## src/rtl/vector_dot_product_engine.sv

```systemverilog
// Streams two operand vectors out of a dual-port RAM (1-cycle read latency)
// and accumulates the unsigned element products into one dot-product result.
module vector_dot_product_engine #(
   parameter int ADDR_WIDTH = 12,
   parameter int DATA_WIDTH = 8,
   parameter int LEN_WIDTH  = 12,
   parameter int ACC_WIDTH  = 32
) (
   input  logic                  i_clk,
   input  logic                  i_reset,
   input  logic                  i_start,
   input  logic [ADDR_WIDTH-1:0] i_base_a_addr,
   input  logic [ADDR_WIDTH-1:0] i_base_b_addr,
   input  logic [LEN_WIDTH-1:0]  i_length,
   output logic [ADDR_WIDTH-1:0] o_ram_a_addr,
   input  logic [DATA_WIDTH-1:0] i_ram_a_data,
   output logic [ADDR_WIDTH-1:0] o_ram_b_addr,
   input  logic [DATA_WIDTH-1:0] i_ram_b_data,
   output logic                  o_busy,
   output logic                  o_done,
   output logic [ACC_WIDTH-1:0]  o_result
);

   localparam logic [1:0] S_IDLE  = 2'd0;
   localparam logic [1:0] S_RUN   = 2'd1;
   localparam logic [1:0] S_DRAIN = 2'd2;
   localparam logic [1:0] S_DONE  = 2'd3;

   logic [1:0]              r_state;
   logic [ADDR_WIDTH-1:0]   r_ram_a_addr;
   logic [ADDR_WIDTH-1:0]   r_ram_b_addr;
   logic [LEN_WIDTH-1:0]    r_len;
   logic [LEN_WIDTH-1:0]    r_cnt;
   logic [ACC_WIDTH-1:0]    r_acc;
   logic [ACC_WIDTH-1:0]    r_result;
   logic [1:0]              r_vld_pipe;
   logic                    r_busy;
   logic                    r_done;

   logic [2*DATA_WIDTH-1:0] w_prod;
   logic [ACC_WIDTH-1:0]    w_acc_sum;
   logic [LEN_WIDTH-1:0]    w_cnt_next;
   logic                    w_last_pair;

   assign w_prod      = i_ram_a_data * i_ram_b_data;
   assign w_acc_sum   = r_acc + ACC_WIDTH'(w_prod);
   assign w_cnt_next  = r_cnt + 1'b1;
   // vld_pipe[1] tags the pair on the data inputs now; [0] tags one still in the RAM
   assign w_last_pair = r_vld_pipe[1] & ~r_vld_pipe[0];

   always_ff @(posedge i_clk) begin
      if (i_reset) begin
         r_state      <= S_IDLE;
         r_ram_a_addr <= '0;
         r_ram_b_addr <= '0;
         r_len        <= '0;
         r_cnt        <= '0;
         r_acc        <= '0;
         r_result     <= '0;
         r_vld_pipe   <= '0;
         r_busy       <= 1'b0;
         r_done       <= 1'b0;
      end else begin
         r_done     <= 1'b0;
         r_vld_pipe <= {r_vld_pipe[0], 1'b0};
         if (r_vld_pipe[1]) r_acc <= w_acc_sum;
         case (r_state)
            S_IDLE: begin
               if (i_start) begin
                  if (i_length != '0) begin
                     r_ram_a_addr <= i_base_a_addr;
                     r_ram_b_addr <= i_base_b_addr;
                     r_len        <= i_length;
                     r_cnt        <= LEN_WIDTH'(1);
                     r_vld_pipe   <= 2'b01;
                     r_acc        <= '0;
                     r_busy       <= 1'b1;
                     r_state      <= (i_length == LEN_WIDTH'(1)) ? S_DRAIN : S_RUN;
                  end else begin
                     r_result <= '0;
                     r_done   <= 1'b1;
                     r_state  <= S_DONE;
                  end
               end
            end
            S_RUN: begin
               r_ram_a_addr <= r_ram_a_addr + 1'b1;
               r_ram_b_addr <= r_ram_b_addr + 1'b1;
               r_cnt        <= w_cnt_next;
               r_vld_pipe   <= {r_vld_pipe[0], 1'b1};
               if (w_cnt_next == r_len) r_state <= S_DRAIN;
            end
            S_DRAIN: begin
               if (w_last_pair) begin
                  r_result <= w_acc_sum;
                  r_done   <= 1'b1;
                  r_busy   <= 1'b0;
                  r_state  <= S_DONE;
               end
            end
            default: r_state <= S_IDLE;
         endcase
      end
   end

   assign o_ram_a_addr = r_ram_a_addr;
   assign o_ram_b_addr = r_ram_b_addr;
   assign o_busy       = r_busy;
   assign o_done       = r_done;
   assign o_result     = r_result;

endmodule
```

## config.mk

```make
export PLATFORM = sky130hd
export DESIGN_NAME = vector_dot_product_engine
export DESIGN_NICKNAME = d
export VERILOG_FILES = /design/src/rtl/vector_dot_product_engine.sv
export SDC_FILE = /design/constraint.sdc
export NUM_CORES = 1
export LEC_CHECK = 0
export CORE_MARGIN = 5
export CORE_UTILIZATION = 51
export CTS_BUF_LIST = sky130_fd_sc_hd__clkbuf_4 sky130_fd_sc_hd__clkbuf_8
export DETAILED_ROUTE_END_ITERATION = 10
export PLACE_DENSITY_LB_ADDON = 0.1
export SLEW_MARGIN = 20
export SYNTH_ARGS = -nofsm -noshare
export SYNTH_HDL_FRONTEND = slang
export SYNTH_SLANG_ARGS = --single-unit
```

## constraint.sdc

```tcl
create_clock -name i_clk -period 4.9 [get_ports i_clk]
set_input_delay 0.49 -clock i_clk [delete_from_list [all_inputs] [get_ports i_clk]]
set_output_delay 0.49 -clock i_clk [all_outputs]
set_load 0.02 [all_outputs]
```

-- After elaboration in Yosys (flattened, before gate mapping)
Index checks and enable logic that the tools add are counted.
- flip-flop bits (word level): 118
- latch bits: 0
- memory bits (writable): 0
- ROM bits: 0
- input port bits: 55
- output and inout bits: 58
- memories: 0
- add/subtract/negate cells: 4
- multiply operators: 1
- div/mod/pow operators: 0
- $lt $le $gt $ge: 0
- equal/unequal tests: 9
- shift operators: 0
- muxes and demuxes: 34
- bitwise gates (word level): 2
- reductions and logical operators: 9
- operator list (operator ; count):
    two-way mux 32 bit ; 7
    two-way mux 12 bit ; 6
    case mux 12 bit (2 select lines) ; 3
    case mux 32 bit (2 select lines) ; 1
    adder 12 x 1 -> 12 bit (second input constant) ; 3
    adder 32 x 16 -> 32 bit ; 1
    multiplier 8 x 8 -> 16 bit ; 1
    two-way mux 2 bit ; 7
    == test 12 x 1 -> 1 bit (second input constant) ; 1
    == test 12 bit ; 1
    nonzero test 12 bit ; 1
    != test 2 bit (second input constant) ; 5
    AND reduction 3 bit ; 3
    AND reduction 4 bit ; 2
    two-way mux 1 bit ; 6
    case mux 2 bit (3 select lines) ; 1
    case mux 1 bit (2 select lines) ; 2
    case mux 2 bit (2 select lines) ; 1
    nonzero test 2 bit ; 2
    == test 2 x 1 -> 1 bit (second input constant) ; 1
    == test 2 bit (second input constant) ; 1
    zero test 2 bit ; 1
    bitwise AND 1 bit ; 1
    inverter 1 bit ; 1

-- Longest topological paths before layout
- depth after elaboration: 6
- mapped depth: 19
- gate-level depth less buffers: 17

-- Least setup slack after synthesis
OpenSTA, ideal clock, no wires.
- path kind: in2reg
- start point: input i_ram_b_data[1]
- end point: register r_result[23], in the netlist o_result[23]
- setup time: 0.117 ns
- data arrival time: 4.700 ns
- data required time: 4.783 ns
- slack: 0.083 ns
- stages on the path: 18
- path through: clkbuf_1 -> nand2_1 -> fa_1 -> inv_1 -> fa_1 -> inv_1 -> fa_1 -> fa_1 -> inv_1 -> ha_1 -> and3_1 -> a221oi_2 -> or3_4 -> a31oi_4 -> buf_6 -> o211ai_1 -> xnor2_1 -> a22o_1
- word-level cells in the longest chain between the ends: 4
- ends and longest elaborated chain (element ; line ; RTL):
    from (decl) ; 18 ; input logic [DATA_WIDTH-1:0] i_ram_b_data,
    multiplier 8 x 8 -> 16 bit ; 45 ; assign w_prod = i_ram_a_data * i_ram_b_data;
    adder 32 x 16 -> 32 bit ; 46 ; assign w_acc_sum = r_acc + ACC_WIDTH'(w_prod);
    two-way mux 32 bit ; 94 ; if (w_last_pair) begin
    case mux 32 bit (2 select lines) ; 67 ; case (r_state)
    to (signal assigned) ; 95 ; r_result <= w_acc_sum;
    to (decl) ; 35 ; logic [ACC_WIDTH-1:0] r_result;
Every way passes these cells. The select of a mux whose other input is x is not followed.
A chain may end at the register's enable or synchronous reset.

-- Final worst setup path
- start point: input i_ram_b_data[5]
- end point: register r_acc[27]
- word-level cells in the longest chain between the ends: 6
- ends and longest elaborated chain (element ; line ; RTL):
    multiplier 8 x 8 -> 16 bit (*) ; 45 ;
    adder 32 x 16 -> 32 bit (*) ; 46 ;
    two-way mux 32 bit (*) ; 66 ; if (r_vld_pipe[1]) r_acc <= w_acc_sum;
    two-way mux 32 bit ; 70 ; if (i_length != '0) begin
    two-way mux 32 bit ; 69 ; if (i_start) begin
    two-way mux 32 bit (*) ; 67 ;
    to (signal assigned) ; 66 ;
    to (decl) ; 34 ; logic [ACC_WIDTH-1:0] r_acc;
Mark *: on every way between the ends. The rest lies on a longest branch, timed or not.

==> reports/qor.yml <==
critPathKind: "in2reg"
setup_slack_ns: 0.172
syn_avg_cell_area_um2: 8.20
synth_top_area_cell: "dfxtp_1"
ys_types: 63
drive_above_1_share_pct: 9.01
drtIter0Drc: 336
dpl_worst_slack_ns: -0.655
setup_viol: 0
max_freq_mhz: 212
cp-end-kind: "register"
num_io_pins: 113
combPwrFrac_pct: 52.3
clock_sinks: 118
drc: 0
leakage_nw: 4.34
cts_max_path_buffers: 2
relSlewSlack_pct: 50.2
cts_buffers: 17
area_growth_pct: 22.3
crit_fanout: 7
rsz0062_at_grt: "false"
hold_path_class: "reg2reg"
seqPwrFrac_pct: 27.7
synthCells: 1021
antenna_left: 0
grt_pass1_wl_mm: 34.5
routed_via_density: 5.44
nets: 1294
clkTransAtPathRegs_ns: 0.08
drv_cap: 0
routed_wl_mm: 20.6
cts_hold_buf: 0
drtPass1Iterations: 5
start_kind: "primary input"
p_per_area_nw_per_um2: 425
clkPwrFrac_pct: 20.0
die_x_um: 138
period_needed_ns: 4.73
timing.hold.ws_ns: 0.452
fin_cells: 1370
dieArea_um2: 19100
yosysSeqAreaShare_pct: 28.2
wl_per_cell_um: 15.0
num_antenna_cells: 0
irDropWorstVdd_mv: 0.254
place.gp.congestion: 0.864
yosysWarnings: 0
critPathArrivalTime_ns: 5.12
synthTopCellsByArea: "dfxtp_1, fa_1, ha_1"
die_y_um: 138
cts_tree: "yes"
rows: 46
port_buffers: 112
slew_violations: 0
clk_latency_ns: 0.46
synthFlopType: "dfxtp_1"
ys_ff_latch: 118
ys_async_sr_fraction_pct: 0
vias: 7452
clock-skew-final_ns: 0.0116
swShare_pct: 42.1
grt_start_max_net_pins: 71
dp.cells: 1338
syn_nets: 1174
cp_data_required_time_ns: 5.29
p_int_mw: 2.52
min_period_over_period_pct: 96.5
h-tree-depth: 4
grt_usage_pct: 21.5
worst_slew_pin_slew_ns: 0.748
antenna_found_initial: 0
p_sw_mw: 1.83
grt_pass1_vias: 7150
start_util_pct: 52.3
hold_violations: 0
clock-root-buffer: "clkbuf_8"
cts_setup_buffers: 0
synth_top_cell_area_share_pct: 28.2
setup_tns_ns: 0
syn-cell-area_um2: 8370
outcome: "finished clean"
synth_edf_count: 0
core-area_um2: 16000
dp_hpwl_mm: 15.3
grt-ovfl-total: 0
[cells in the mapped netlist, drive strengths merged, types with 7 or more instances]
cell and number:
a211oi 15, a21o 7, a21oi 78, a22o 21
a31oi 7, and2 38, and3 15, buf 14
clkbuf 41, dfxtp 118, fa 50, ha 48
inv 109, mux2i 16, nand2 120, nand2b 8
nand3 29, nand4 11, nor2 73, nor3 17
o2111ai 9, o211ai 11, o21ai 45, or3 8
xnor2 24, xor2 22
[placed cells by master, fill, tap and decap left out, drive strengths merged, types with 16 or more instances in the layout]
master / count
clkbuf: 30
fa: 50
xnor2: 24
a21oi: 78
o21ai: 45
inv: 109
a22o: 21
nand2: 120
dfxtp: 118
nand3: 29
and2: 38
clkdlybuf4s50: 95
buf: 45
xor2: 22
mux2i: 16
nor3: 17
ha: 48
nor2: 73
[registers in the layout (all words and copies together), names as in the netlist]
| signal | count |
|---|---|
| r_acc | 32 |
| r_cnt | 12 |
| o_busy | 1 |
| r_vld_pipe | 2 |
| o_result | 32 |
| r_len | 12 |
| o_done | 1 |
| r_state | 2 |
| o_ram_a_addr | 12 |
| o_ram_b_addr | 12 |
[cell families (layout without fill, tap and decap cells)]
family | count (synthesis) | after routing | share of synthesized area, %
compound gates | 239 | 239 | 19.0
fa+ha+maj | 98 | 98 | 19.1
simple gates | 338 | 338 | 19.1
flops | 118 | 118 | 28.2
buf+inv | 165 | 298 | 7.70
xor+xnor | 46 | 46 | 4.81
mux | 17 | 17 | 2.05
[area by class of cell]
class / count / area (µm²)
well taps: 216 / 270
clock buffers: 21 / 283
clock inverters: 11 / 101
repair buffers: 156 / 1420
multi-input cells: 738 / 5390
flip-flops and latches: 118 / 2360
fillers: 1477 / 5760
inverters: 110 / 413
[per-stage QoR]
stage | total power, mW | utilization, % | cell area, µm²
final | 4.35 | 64.0 | 10200
after global routing | 4.71 | 64.0 | 10200
after CTS | 4.37 | 64.0 | 10200
after detailed placement | 3.49 | 61.7 | 9880
after global placement | 3.46 | 61.7 | 9880
after floorplan | 2.69 | - | 8370
[power groups by stage]
stage,combinational (mW),sequential [mW],clock [mW]
after floorplan,1.41,1.29,0
after global placement,2.23,1.22,0
after detailed placement,2.26,1.23,0
after CTS,2.28,1.20,0.891
after global routing,2.56,1.23,0.929
final,2.27,1.21,0.871
[path summary, 6_finish.rpt]
kind | from | to | slack, ns | cells past startpoint
worst max-delay path | i_ram_b_data[5] | r_acc[27] | 0.17 | 18
worst min-delay path | o_result[7] | o_result[7] | 0.45 | 2
worst max register to register | r_acc[7] | r_acc[27] | 0.30 | 17
worst min register to register | o_result[7] | o_result[7] | 0.45 | 2
[worst max-delay path, cell delays in order]
cell           delay [ns]
dlygate4sd2_1        0.34
nand2_1              0.11
fa_1                 0.47
fa_1                 0.54
inv_1                0.05
fa_1                 0.53
inv_1                0.05
fa_1                 0.53
inv_1                0.04
ha_1                 0.36
and3_1               0.20
a221oi_2             0.08
or3_4                0.42
a31oi_4              0.20
buf_12               0.14
o211ai_2             0.09
or3_1                0.34
a21oi_1              0.14
[repair_timing]
item | CTS | global route
setup endpoints to repair | 18 | 24
gates resized for setup | 13 | 28
pin swaps | 0 | 1
endpoints found under the hold margin | 0 | 0
[routing by layer]
layer  GRT usage (%)  up-vias  share of wire [%]
li1                -     3726                  -
met4            5.41        0                1.1
met5               0        -                  0
met1            28.0     3563                 46
met3            4.79       22                4.0
met2            36.2      141                 49
Note: power is estimated with default switching activity, not from simulation.
